File: src/rtl/aes_enc_arbiter.sv
// Two-requester round-robin arbiter/sequencer for an AES-128 engine, with a one-entry key-owner cache.
// Optional BUSY watchdog enabled by defining AES_ARB_TIMEOUT_EN (limit set by TIMEOUT).
module aes_enc_arbiter #(
    parameter int TIMEOUT = 64
) (
    input  logic         CLK,
    input  logic         rst,
    input  logic         req0_valid,
    output logic         req0_ready,
    input  logic [127:0] req0_key,
    input  logic [127:0] req0_din,
    input  logic         req0_kchg,
    input  logic         req1_valid,
    output logic         req1_ready,
    input  logic [127:0] req1_key,
    input  logic [127:0] req1_din,
    input  logic         req1_kchg,
    output logic         rsp_valid,
    input  logic         rsp_ready,
    output logic         rsp_id,
    output logic [127:0] rsp_dout,
    output logic         rsp_err,
    output logic [127:0] aes_kin,
    output logic [127:0] aes_din,
    output logic         aes_krdy,
    output logic         aes_drdy,
    output logic         aes_en,
    input  logic [127:0] aes_dout,
    input  logic         aes_kvld,
    input  logic         aes_dvld,
    input  logic         aes_bsy
);
    typedef enum logic [2:0] {IDLE, KEY, KWAIT, DATA, BUSY, DONE} state_t;

    state_t       state_q, state_d;
    logic         last_grant_q, last_grant_d;
    logic         own_q, own_d;
    logic         own_vld_q, own_vld_d;
    logic [127:0] key_q, key_d;
    logic [127:0] din_q, din_d;
    logic         id_q, id_d;
    logic [127:0] dout_q, dout_d;
    logic         err_q, err_d;
    logic         en_q;
    logic         gid, gkchg;

`ifdef AES_ARB_TIMEOUT_EN
    localparam int CW = $clog2(TIMEOUT + 1);
    localparam logic [CW-1:0] LIM = CW'(TIMEOUT - 1);
    logic [CW-1:0] cnt_q, cnt_d;
`endif

    // Both valid: take the one not served last; otherwise whichever is valid.
    assign gid   = (req0_valid && req1_valid) ? ~last_grant_q : ~req0_valid;
    assign gkchg = gid ? req1_kchg : req0_kchg;

    always_comb begin
        state_d      = state_q;
        last_grant_d = last_grant_q;
        own_d        = own_q;
        own_vld_d    = own_vld_q;
        key_d        = key_q;
        din_d        = din_q;
        id_d         = id_q;
        dout_d       = dout_q;
        err_d        = err_q;
`ifdef AES_ARB_TIMEOUT_EN
        cnt_d        = cnt_q;
`endif
        req0_ready   = 1'b0;
        req1_ready   = 1'b0;
        aes_krdy     = 1'b0;
        aes_drdy     = 1'b0;
        case (state_q)
            IDLE: begin
                // en_q keeps grants off until the first edge after reset release
                if (en_q && (req0_valid || req1_valid)) begin
                    req0_ready   = ~gid;
                    req1_ready   = gid;
                    last_grant_d = gid;
                    id_d         = gid;
                    key_d        = gid ? req1_key : req0_key;
                    din_d        = gid ? req1_din : req0_din;
                    err_d        = 1'b0;
                    state_d      = (!own_vld_q || (own_q != gid) || gkchg) ? KEY : DATA;
                end
            end
            KEY: begin
                aes_krdy = 1'b1;
                state_d  = KWAIT;
            end
            KWAIT: begin
                if (aes_kvld) begin
                    own_d     = id_q;
                    own_vld_d = 1'b1;
                    state_d   = DATA;
                end
            end
            DATA: begin
                if (!aes_bsy) begin
                    aes_drdy = 1'b1;
                    state_d  = BUSY;
`ifdef AES_ARB_TIMEOUT_EN
                    cnt_d    = '0;
`endif
                end
            end
            BUSY: begin
                if (aes_dvld) begin
                    dout_d  = aes_dout;
                    state_d = DONE;
                end
`ifdef AES_ARB_TIMEOUT_EN
                else if (cnt_q == LIM) begin
                    // Engine state is unknown after a hang, so drop the cached key.
                    dout_d    = '0;
                    err_d     = 1'b1;
                    own_vld_d = 1'b0;
                    state_d   = DONE;
                end else begin
                    cnt_d = cnt_q + 1'b1;
                end
`endif
            end
            DONE: begin
                if (rsp_ready) state_d = IDLE;
            end
            default: state_d = IDLE;
        endcase
    end

    always_ff @(posedge CLK or posedge rst) begin
        if (rst) begin
            state_q      <= IDLE;
            last_grant_q <= 1'b1;
            own_q        <= 1'b0;
            own_vld_q    <= 1'b0;
            key_q        <= '0;
            din_q        <= '0;
            id_q         <= 1'b0;
            dout_q       <= '0;
            err_q        <= 1'b0;
            en_q         <= 1'b0;
`ifdef AES_ARB_TIMEOUT_EN
            cnt_q        <= '0;
`endif
        end else begin
            state_q      <= state_d;
            last_grant_q <= last_grant_d;
            own_q        <= own_d;
            own_vld_q    <= own_vld_d;
            key_q        <= key_d;
            din_q        <= din_d;
            id_q         <= id_d;
            dout_q       <= dout_d;
            err_q        <= err_d;
            en_q         <= 1'b1;
`ifdef AES_ARB_TIMEOUT_EN
            cnt_q        <= cnt_d;
`endif
        end
    end

    assign rsp_valid = (state_q == DONE);
    assign rsp_id    = id_q;
    assign rsp_dout  = dout_q;
`ifdef AES_ARB_TIMEOUT_EN
    assign rsp_err   = err_q;
`else
    assign rsp_err   = 1'b0;
`endif
    assign aes_kin   = key_q;
    assign aes_din   = din_q;
    assign aes_en    = en_q;
endmodule

File: config.mk
export PLATFORM = sky130hd
export DESIGN_NAME = aes_enc_arbiter
export DESIGN_NICKNAME = d
export VERILOG_FILES = /design/src/rtl/aes_enc_arbiter.sv
export SDC_FILE = /design/constraint.sdc
export NUM_CORES = 1
export LEC_CHECK = 0
export ABC_AREA = 1
export BUFFER_PORTS_ARGS = -buffer_cell sky130_fd_sc_hd__clkbuf_2
export CAP_MARGIN = 20
export CORE_AREA = 8 8 399 401
export DETAILED_ROUTE_END_ITERATION = 12
export DIE_AREA = 0 0 407 409
export PLACE_DENSITY = 0.3
export SYNTH_ARGS = -nofsm -noshare
export SYNTH_HDL_FRONTEND = slang
export SYNTH_SLANG_ARGS = --single-unit
File: constraint.sdc
create_clock -name CLK -period 22.2 [get_ports CLK]
set_input_delay 3.33 -clock CLK [delete_from_list [all_inputs] [get_ports CLK]]
set_output_delay 3.33 -clock CLK [all_outputs]
set_load 0.01 [all_outputs]
Word-level counts from Yosys, hierarchy flattened
Cells that the tools add are included.
- register bits: 392
- bitwise operators: 3
- mux-type cells: 18
- equality and inequality tests: 11
- reductions and logical operators: 11
- operators by type and width (kind ; count):
    $mux W128 ; 2
    $pmux W3 S6 ; 1
    $mux W3 ; 5
    $mux W1 ; 9
    $ne A2 B2 Y1 const B ; 4
    $eq A3 B2 Y1 const B ; 2
    $eq A3 B3 Y1 const B ; 2
    $reduce_and A2 Y1 ; 3
    $reduce_and A5 Y1 ; 1
    $eq A3 B1 Y1 const B ; 1
    $logic_not A3 Y1 ; 1
    $logic_or A1 B1 Y1 ; 3
    $not A1 Y1 ; 3
    $logic_and A1 B1 Y1 ; 2
    $mux W2 ; 1
    $ne A2 B1 Y1 const B ; 1
    $logic_not A1 Y1 ; 1
    $ne A1 B1 Y1 ; 1

Longest topological paths before layout
Gate-level depths: netlist of the first run.
- depth in word-level cells: 8
- gate-level depth with buffers: 9
- gate-level depth less buffers: 8

Worst setup path after synthesis of the first run
Ideal clock, no wire load.
- kind: input-to-output
- from: input port req1_valid
- to: output port req1_ready
- path buffers: 1
- slack: 14.840 ns
- arrival: 4.030 ns
- stages: 5
- required time: 18.870 ns
- path through: o21ai_0 -> nor2_4 -> nand2_1 -> inv_2 -> buf_2
- cells in the longest elaborated chain, start to end: 4
- elaborated cells on any way between the ends: 6
- RTL lines (what ; RTL line ; text):
    from (decl) ; 13 ; input logic req1_valid,
    $logic_and A1 B1 Y1 or $logic_or A1 B1 Y1 (tied branches) ; 54, 77 ;
    $mux W1 or $logic_and A1 B1 Y1 (tied branches) ; 54, 77 ;
    $mux W1 (*) ; 77 ; if (en_q && (req0_valid || req1_valid)) begin
    $mux W1 (*) ; 74 ; case (state_q)
    to (decl) ; 14 ; output logic req1_ready,
Every way passes the cells marked *; elsewhere a longest branch is shown, timed or not.

Worst setup path after layout of the first run
- from: input port req0_valid
- to: output port req0_ready
- cells in the longest elaborated chain, start to end: 5
- elaborated cells on any way between the ends: 8
- RTL lines (what ; RTL line ; text):
    from (decl) ; 8 ; input logic req0_valid,
    $logic_and A1 B1 Y1 or $not A1 Y1 (tied branches) ; 54 ; assign gid = (req0_valid && req1_valid) ? ~last_grant_q : ~req0_valid;
    $mux W1 ; 54 ;
    $not A1 Y1 ; 78 ; req0_ready = ~gid;
    $mux W1 (*) ; 77 ;
    $mux W1 (*) ; 74 ;
    to (decl) ; 9 ; output logic req0_ready,
Marks and branches as above.

==> results of run 1 <==
[cells in the mapped netlist (all sizes together)]
| master | n |
|---|---|
| mux2 | 128 |
| o21ai | 6 |
| dfrtp | 391 |
| nor2 | 8 |
| or2 | 1 |
| clkbuf | 5 |
| a21oi | 3 |
| buf | 94 |
| dfstp | 1 |
| nand2 | 790 |
| conb | 2 |
| inv | 17 |
| nand4 | 3 |
| nand3 | 261 |
| nand3b | 1 |
[metrics by stage]
stage | area [um^2] | std cells
2_1_floorplan | 16300 | 1711
3_3_place_gp | 23700 | 4712
3_5_place_dp | 23700 | 4712
4_1_cts | 25500 | 4811
5_1_grt | 25600 | 4830
6_report | 25600 | 4836
[layer usage]
layer  vias up  global-route usage, %
met5         -                      0
met1      7914                   14.0
met3       199                   4.38
met2       674                   22.4
met4        24                   5.12
li1       7581                      -
[layout make-up]
type	count	area, um^2
Antenna cell	25	62.6
Clock buffer	77	1580
Clock inverter	22	317
Fill cell	17600	127000
Inverter	17	86.3
Multi-Input combinational cell	1203	5860
Sequential cell	392	9810
Tap cell	2044	2560
Timing Repair Buffer	1056	5340
[registers in the layout, indices dropped and copies added (netlist names)]
register,cells
rsp_id,1
rsp_dout,128
aes_en,1
own_vld_q,1
aes_kin,128
state_q,3
aes_din,128
own_q,1
last_grant_q,1
[worst min path at each step]
stage	from	cells after the start	slack, ps	end
6_report	own_q	2	490	own_q
3_3_place_gp	own_q	2	480	own_q
4_1_cts	aes_kin[27]	2	500	aes_kin[27]
5_1_grt	aes_kin[75]	2	510	aes_kin[75]
2_1_floorplan	own_vld_q	2	430	own_vld_q
3_5_place_dp	aes_kin[27]	2	480	aes_kin[27]
[power groups by stage]
| stage | clock network [mW] | logic [mW] | registers (mW) |
|---|---|---|---|
| 2_1_floorplan | 0 | 0.467 | 1.37 |
| 3_3_place_gp | 0 | 1.32 | 1.26 |
| 3_5_place_dp | 0 | 1.31 | 1.26 |
| 4_1_cts | 1.00 | 1.32 | 1.25 |
| 5_1_grt | 1.02 | 1.39 | 1.29 |
| 6_report | 0.952 | 1.26 | 1.25 |
[worst register-to-register path, stage by stage, from the launching register on]
cell and delay, ps:
dfrtp_1 460, nor2_2 290, nand2_2 130, nor2_4 210, inv_8 270, nor2_4 310
buf_4 360, buf_4 650, buf_4 780, buf_4 760, nand2_1 210, nand3_1 110
[kinds of logic after synthesis]
group           synth area share [%]
mux                             8.85
simple gates                    26.7
compound gates                 0.276
buf+inv                         3.88
flops                           60.2
other cells                   0.0461
==> flow_summary.json, run 1 <==
{
  "cap_violations": 0,
  "core_um2": 153000,
  "highest_layer": "met5",
  "clkTransAtPathRegs_ps": 50,
  "io_buffers": 1040,
  "outcome": "finished clean",
  "cts_made_buffers": 54,
  "p_clk_share_pct": 27.5,
  "post_cts_buffers": 0,
  "postSynthRegisterBits": 392,
  "yosys_warnings": 0,
  "grt.overflow.total": 0,
  "cts_resized": 0,
  "viasPerCell": 3.39,
  "cp_num_cells": 6,
  "syn-num-nets": 2361,
  "dp_hpwl_um": 90200,
  "routed_wl_um": 112000,
  "rr_startpoint": "state_q[1]",
  "cts_root_buf": "clkbuf_16",
  "fmax_ghz": 0.122,
  "total_power_mw": 3.46,
  "dr_wl_met3_um": 9160,
  "layout_common_cells": "clkbuf_2 (1040), nand2_1 (789), dfrtp_1 (391), nand3_1 (260), mux2_2 (128)",
  "timing.final.crit_share_pct": 36.9,
  "cts.sinks": 392,
  "gr-usage-all-layers_pct": 12.8,
  "hold_viol": 0,
  "reg2reg_to": "aes_kin[58]",
  "vias": 16400,
  "clk-insertion-delay-late_ps": 650,
  "wl_met1_um": 41800,
  "whs_ps": 488,
  "drive_gt1_share_pct": 46.4,
  "fp-row-count": 144,
  "hold_path_class": "reg -> reg",
  "fin_nets": 3374,
  "synth_area_per_cell_um2": 9.52,
  "rsz0062_at_grt": "false",
  "first_iter_violations": 807,
  "ys_types": 21,
  "combPwrFrac_pct": 36.5,
  "swShare_pct": 39.0,
  "ios": 1042,
  "grt_pass1_vias": 17600,
  "syn_area_um2": 16300,
  "worst_slack_ps": 14000,
  "syn_to_final_growth_pct": 57.2,
  "crit_path_end": "req0_ready",
  "postLayoutCoreUtil_pct": 16.7,
  "timing.slew.headroom_pct": 37.5,
  "powerDensity_nw_per_um2": 135,
  "arrival_ps": 4870,
  "cp.required_ps": 18870,
  "skew_ps": 28.6,
  "cts_tree": "done",
  "dr_wl_met2_um": 57100,
  "ys_seq_area_share_pct": 60.2,
  "crit_fanout": 117,
  "die_x_um": 407,
  "p_int_mw": 2.11,
  "drc": 0,
  "netlist_top_cells_area": "dfrtp_1 (60%), nand2_1 (18%), mux2_2 (8.8%)",
  "cpLargestDelayFamily": "buffers and inverters",
  "syn_inst": 1711,
  "firstDrtPassIters": 5,
  "wire_per_inst_um": 23.1,
  "seqPwrFrac_pct": 36.0,
  "reg2reg_slack_ps": 17620,
  "initial_core_util_pct": 10.6,
  "ctsHoldBuffers": 0,
  "crit_chain": "clkbuf_2 > o21ai_0 > nor2_4 > inv_8 > nor2_4 > clkbuf_2",
  "fin_crit_ps": 8200,
  "start_kind": "input pin",
  "tns_ps": 0,
  "path_buf_inv": 3,
  "die_h_um": 409,
  "dieArea_um2": 166000,
  "critPathMaxStageDelay_ps": 600,
  "max_slew.worst_pin.slew_ps": 938,
  "final_common_cell": "clkbuf_2",
  "post-synth-top-area-fraction_pct": 60.1,
  "drtAntennaViolNets": 0,
  "r2r_cells": 11,
  "p_sw_mw": 1.35,
  "cts_buffer_depth": 3,
  "synth_area_leader_cell": "dfrtp_1",
  "setup_violations": 0,
  "slew_violations": 0,
  "critical_path.slowest_cell": "inv_8",
  "grt_max_degree": 148,
  "cp-startpoint": "req0_valid",
  "p_leak_nw": 13.2,
  "grt_pass1_wl_um": 150000,
  "htreeDepth": 2,
  "ir_worst_vdd_uv": 63.7,
  "critical_path_class": "in -> out",
  "place_ws_ps": 13940,
  "gp_congestion": 0.835,
  "antenna_found_initial": 82,
  "end_kind": "output pin"
}
Power figures use the tool's default switching activity.
==> inputs of run 2 (changes only) <==
--- a/config.mk
+++ b/config.mk
@@ -5,12 +5,12 @@
 export SDC_FILE = /design/constraint.sdc
 export NUM_CORES = 1
 export LEC_CHECK = 0
-export ABC_AREA = 1
+export ABC_AREA = 0
 export BUFFER_PORTS_ARGS = -buffer_cell sky130_fd_sc_hd__clkbuf_2
 export CAP_MARGIN = 20
-export CORE_AREA = 8 8 399 401
+export CORE_AREA = 8 8 405 407
 export DETAILED_ROUTE_END_ITERATION = 12
-export DIE_AREA = 0 0 407 409
+export DIE_AREA = 0 0 413 415
 export PLACE_DENSITY = 0.3
 export SYNTH_ARGS = -nofsm -noshare
 export SYNTH_HDL_FRONTEND = slang
==> constraint.sdc (replaced) <==
create_clock -name CLK -period 7.5 [get_ports CLK]
set_input_delay 1.125 -clock CLK [delete_from_list [all_inputs] [get_ports CLK]]
set_output_delay 1.125 -clock CLK [all_outputs]
set_load 0.01 [all_outputs]
==> flow_summary.json, run 2 <==
{
  "synth-edff-count": 0,
  "yosys_warnings": 0,
  "cp.required_ps": 6380,
  "cap_violations": 0,
  "core_um2": 157000,
  "synth_top_family_by_area": "simple AND/OR/NAND/NOR gates",
  "ir_worst_vdd_uv": 155,
  "synth-adder-area-share_pct": 0,
  "start_kind": "input pin",
  "use_met3_pct": 4.38,
  "outcome": "finished clean",
  "synth_ff_type": "dfrtp_1",
  "cts_resized": 0,
  "drtAntennaViolNets": 0,
  "grt_pass1_vias": 17700,
  "synthXorXnorAreaFrac_pct": 0,
  "synthMuxAreaShare_pct": 8.73,
  "postSynthRegisterBits": 392,
  "powerDensity_nw_per_um2": 408,
  "ys_types": 29,
  "timing.final.crit_share_pct": 48.7,
  "tns_ps": 0,
  "initial_core_util_pct": 10.6,
  "syn_area_um2": 16700,
  "synth_area_leader_cell": "dfrtp_1",
  "cts_made_buffers": 56,
  "grt_pass1_wl_um": 146000,
  "layout_common_cells": "clkbuf_2 (1040), nand2_1 (513), dfrtp_1 (391), nor2_1 (263), a31oi_1 (257)",
  "syn-num-nets": 2367,
  "ys_async_sr_fraction_pct": 100,
  "rsz0062_at_grt": "false",
  "cts_buffer_depth": 3,
  "cts_root_buf": "clkbuf_16",
  "ys_seq_area_share_pct": 58.6,
  "grt.overflow.total": 0,
  "cts_tree": "done",
  "die_h_um": 415,
  "crit_fanout": 3,
  "synth-simple-area-share_pct": 18.0,
  "gr-usage-all-layers_pct": 11.9,
  "viasPerCell": 3.41,
  "fin_crit_ps": 3650,
  "syn_to_final_growth_pct": 54.9,
  "final_common_cell": "clkbuf_2",
  "synth_area_per_cell_um2": 9.76,
  "routed_wl_um": 107000,
  "yosysMostFrequentCell": "nand2_1",
  "gp_congestion": 0.797,
  "htreeDepth": 2,
  "syn_inst": 1717,
  "drc": 0,
  "fmax_ghz": 0.274,
  "post-synth-top-area-fraction_pct": 58.4,
  "die_x_um": 413,
  "skew_ps": 16.4,
  "first_iter_violations": 914,
  "critical_path_class": "in -> out",
  "antenna_found_initial": 41,
  "hold_path_class": "in -> async",
  "synth_compound_area_share_pct": 10.1,
  "ios": 1042,
  "hold_viol": 0,
  "place_ws_ps": 3790,
  "post_cts_buffers": 0,
  "drive_gt1_share_pct": 46.8,
  "dieArea_um2": 171000,
  "timing.slew.headroom_pct": 27.6,
  "setup_violations": 0,
  "io_buffers": 1040,
  "whs_ps": 409,
  "slew_violations": 0,
  "fp-row-count": 146,
  "grt_max_degree": 198,
  "p_leak_nw": 12.4,
  "busiest_layer": "met2",
  "grt_util_met2_pct": 20.4,
  "dp_hpwl_um": 85400,
  "clkTransAtPathRegs_ps": 60,
  "ctsHoldBuffers": 0,
  "clk-insertion-delay-late_ps": 620,
  "arrival_ps": 2530,
  "fin_nets": 3354,
  "wire_per_inst_um": 22.2,
  "worst_slack_ps": 3850,
  "grt_util_met1_pct": 13.9,
  "max_slew.worst_pin.slew_ps": 1090,
  "synth_commonest_cells": "nand2_1 (513), dfrtp_1 (391), nor2_1 (263), a31oi_1 (257), mux2_2 (129)",
  "end_kind": "output pin",
  "cts.sinks": 392,
  "netlist_top_cells_area": "dfrtp_1 (58%), nand2_1 (11%), a31oi_1 (9.6%)",
  "firstDrtPassIters": 5,
  "vias": 16500
}
run 2: path summary, 6_finish.rpt:
| check | startpoint | end | slack, ps | cells past startpoint |
|---|---|---|---|---|
| setup / recovery | req1_valid | req0_ready | 3850 | 5 |
| setup reg to reg | last_grant_q | aes_din[54] | 4690 | 6 |
| hold reg to reg | own_vld_q | own_vld_q | 480 | 1 |
| max in group asynchronous | rst | rsp_dout[15] | 5390 | 5 |
| min in group CLK | own_vld_q | own_vld_q | 480 | 1 |
| hold / removal | rst | aes_kin[65] | 410 | 2 |
run 2: cells by family (layout without fill, tap and decap cells):
logic type,Yosys count,after routing
buffers and inverters,136,1163
multiplexers,130,130
flip-flops,392,392
AND/OR/NAND/NOR,788,788
AO/OA/AOI/OAI,269,269
other,2,15
run 2: per-stage QoR:
stage	instances	area (um^2)	power, mW	utilization, %
2_1_floorplan	1717	16800	5.79	-
3_3_place_gp	4717	24100	8.05	15.3
3_5_place_dp	4717	24100	8.04	15.3
4_1_cts	4815	25900	10.9	16.4
5_1_grt	4826	25900	11.4	16.5
6_report	4829	25900	10.6	16.5
run 2: final cells by class:
type | count | area, um^2
Clock buffer | 82 | 1650
Multi-Input combinational cell | 1189 | 6190
Antenna cell | 13 | 32.5
Fill cell | 18100 | 132000
Clock inverter | 16 | 175
Timing Repair Buffer | 1060 | 5470
Tap cell | 2072 | 2590
Inverter | 5 | 22.5
Sequential cell | 392 | 9810
run 2: worst max-delay path, stage by stage:
cell	delay (ps)
clkbuf_2	180
nor2_1	120
or4_1	470
nor2_1	400
clkbuf_2	230
run 2: layer usage:
layer  vias to the layer above  share of wire, %
met1                      7956                40
met3                       144               8.6
met5                         -             0.021
met4                         4               3.0
met2                       632                49
li1                       7750                 -
run 2: power breakdown:
group          internal (mW)  switching, mW  leakage (nW)  total (mW)
sequential              3.17          0.682          4.55        3.85
combinational           1.61           2.41          6.98        4.02
clock                   1.61           1.09         0.900        2.70
==> inputs of run 3 (changes only) <==
==> constraint.sdc (replaced) <==
create_clock -name CLK -period 3.3 [get_ports CLK]
set_input_delay 0.495 -clock CLK [delete_from_list [all_inputs] [get_ports CLK]]
set_output_delay 0.495 -clock CLK [all_outputs]
set_load 0.01 [all_outputs]
==> flow_summary.json, run 3 (synthesis results as in run 2) <==
{
  "vias": 16700,
  "outcome": "finished clean",
  "max_slew.worst_pin.slew_ps": 865,
  "cp.required_ps": 2800,
  "hold_path_class": "in -> reg",
  "cts.sinks": 392,
  "cts_root_buf": "clkbuf_16",
  "die_h_um": 415,
  "layout_common_cells": "clkbuf_2 (1040), nand2_1 (513), dfrtp_1 (391), nor2_1 (263), a31oi_1 (257)",
  "viasPerCell": 3.44,
  "skew_ps": 18.5,
  "num-fill-cells": 18100,
  "design_area_um2": 26300,
  "dp_hpwl_um": 88600,
  "cts_made_buffers": 54,
  "htreeDepth": 2,
  "core_um2": 157000,
  "grt_max_degree": 129,
  "worst_slack_ps": 523,
  "timing.slew.headroom_pct": 42.3,
  "powerDensity_nw_per_um2": 927,
  "clkTransAtPathRegs_ps": 60,
  "final_common_cell": "clkbuf_2",
  "cts_resized": 0,
  "drc": 0,
  "hold_viol": 0,
  "io_buffers": 1040,
  "initial_core_util_pct": 10.6,
  "cap_violations": 0,
  "p_leak_nw": 12.6,
  "slew_violations": 0,
  "ctsHoldBuffers": 1,
  "grt_pass1_wl_um": 146000,
  "end_kind": "output pin",
  "post_cts_buffers": 0,
  "ir_worst_vdd_uv": 326,
  "antenna_found_initial": 52,
  "holdCritStartpoint": "req0_key[123]",
  "crit_fanout": 9,
  "total_power_mw": 24.4,
  "drtAntennaViolNets": 0,
  "fin_nets": 3372,
  "rsz0062_at_grt": "false",
  "gr-usage-all-layers_pct": 11.9,
  "syn_to_final_growth_pct": 57.0,
  "ios": 1042,
  "start_kind": "register",
  "routed_wl_um": 108000,
  "fmax_ghz": 0.360,
  "cts_tree": "done",
  "clk-insertion-delay-late_ps": 630,
  "critical_path_class": "reg -> out",
  "arrival_ps": 2280,
  "cts_buffer_depth": 3,
  "grt.overflow.total": 0,
  "dieArea_um2": 171000,
  "place_ws_ps": 1030,
  "drive_gt1_share_pct": 47.1,
  "die_x_um": 413,
  "rr_startpoint": "state_q[2]",
  "dpl_cell_area_um2": 24400,
  "timing.final.crit_share_pct": 84.1,
  "wire_per_inst_um": 22.2,
  "fp-row-count": 146,
  "gp_congestion": 0.792,
  "first_iter_violations": 936,
  "whs_ps": 96.3,
  "grt_pass1_vias": 17900,
  "fin_crit_ps": 2780,
  "firstDrtPassIters": 5,
  "setup_violations": 0,
  "cp-startpoint": "state_q[2]"
}
==> run 3: layer usage <==
metal	up-vias	part of all wire (%)	wire length, um	track usage [%]
met5	-	0.12	126	0
met4	20	2.9	3120	4.22
met3	164	8.4	9080	4.49
met2	613	49	52800	20.3
met1	8094	40	42800	13.6
li1	7815	-	-	-
==> run 3: worst max-delay path, cell delays in order, from the launching register on <==
cell      delay (ps)
dfrtp_1          460
nand2b_4         190
or4_1            540
nor2_1           230
clkbuf_2         230
==> run 3: area by class of cell <==
class,instances,area (um^2),area share [%]
multi-input cells,1189,6190,23.5
repair buffers,1080,5750,21.8
well taps,2072,2590,9.86
inverters,5,22.5,0.0856
diodes,20,50.0,0.190
clock buffers,76,1510,5.76
clock inverters,25,375,1.43
flip-flops and latches,392,9810,37.3
==> run 3: power by group <==
| group | internal, mW | total, mW | switching (mW) | leakage (nW) |
|---|---|---|---|---|
| logic | 3.75 | 9.23 | 5.48 | 7.12 |
| registers | 7.20 | 8.75 | 1.55 | 4.55 |
| clock network | 3.89 | 6.40 | 2.50 | 0.930 |
==> run 3: worst paths after layout <==
check | end | slack (ps) | cells past startpoint
worst max register to register | aes_din[94] | 1090 | 6
min in group asynchronous | rsp_dout[45] | 520 | 3
worst min-delay path | aes_kin[123] | 100 | 3
max in group asynchronous | aes_kin[91] | 1810 | 5
worst max-delay path | req0_ready | 520 | 4
worst min register to register | own_vld_q | 470 | 1
==> run 3: through the flow <==
| step | cells | utilization [%] | TNS (ps) |
|---|---|---|---|
| detailed placement | 4737 | 15.5 | 0 |
| floorplan | 1717 | - | -966030 |
| finish | 4859 | 16.7 | 0 |
| global route | 4852 | 16.7 | 0 |
| CTS | 4839 | 16.7 | 0 |
| global placement | 4737 | 15.5 | 0 |
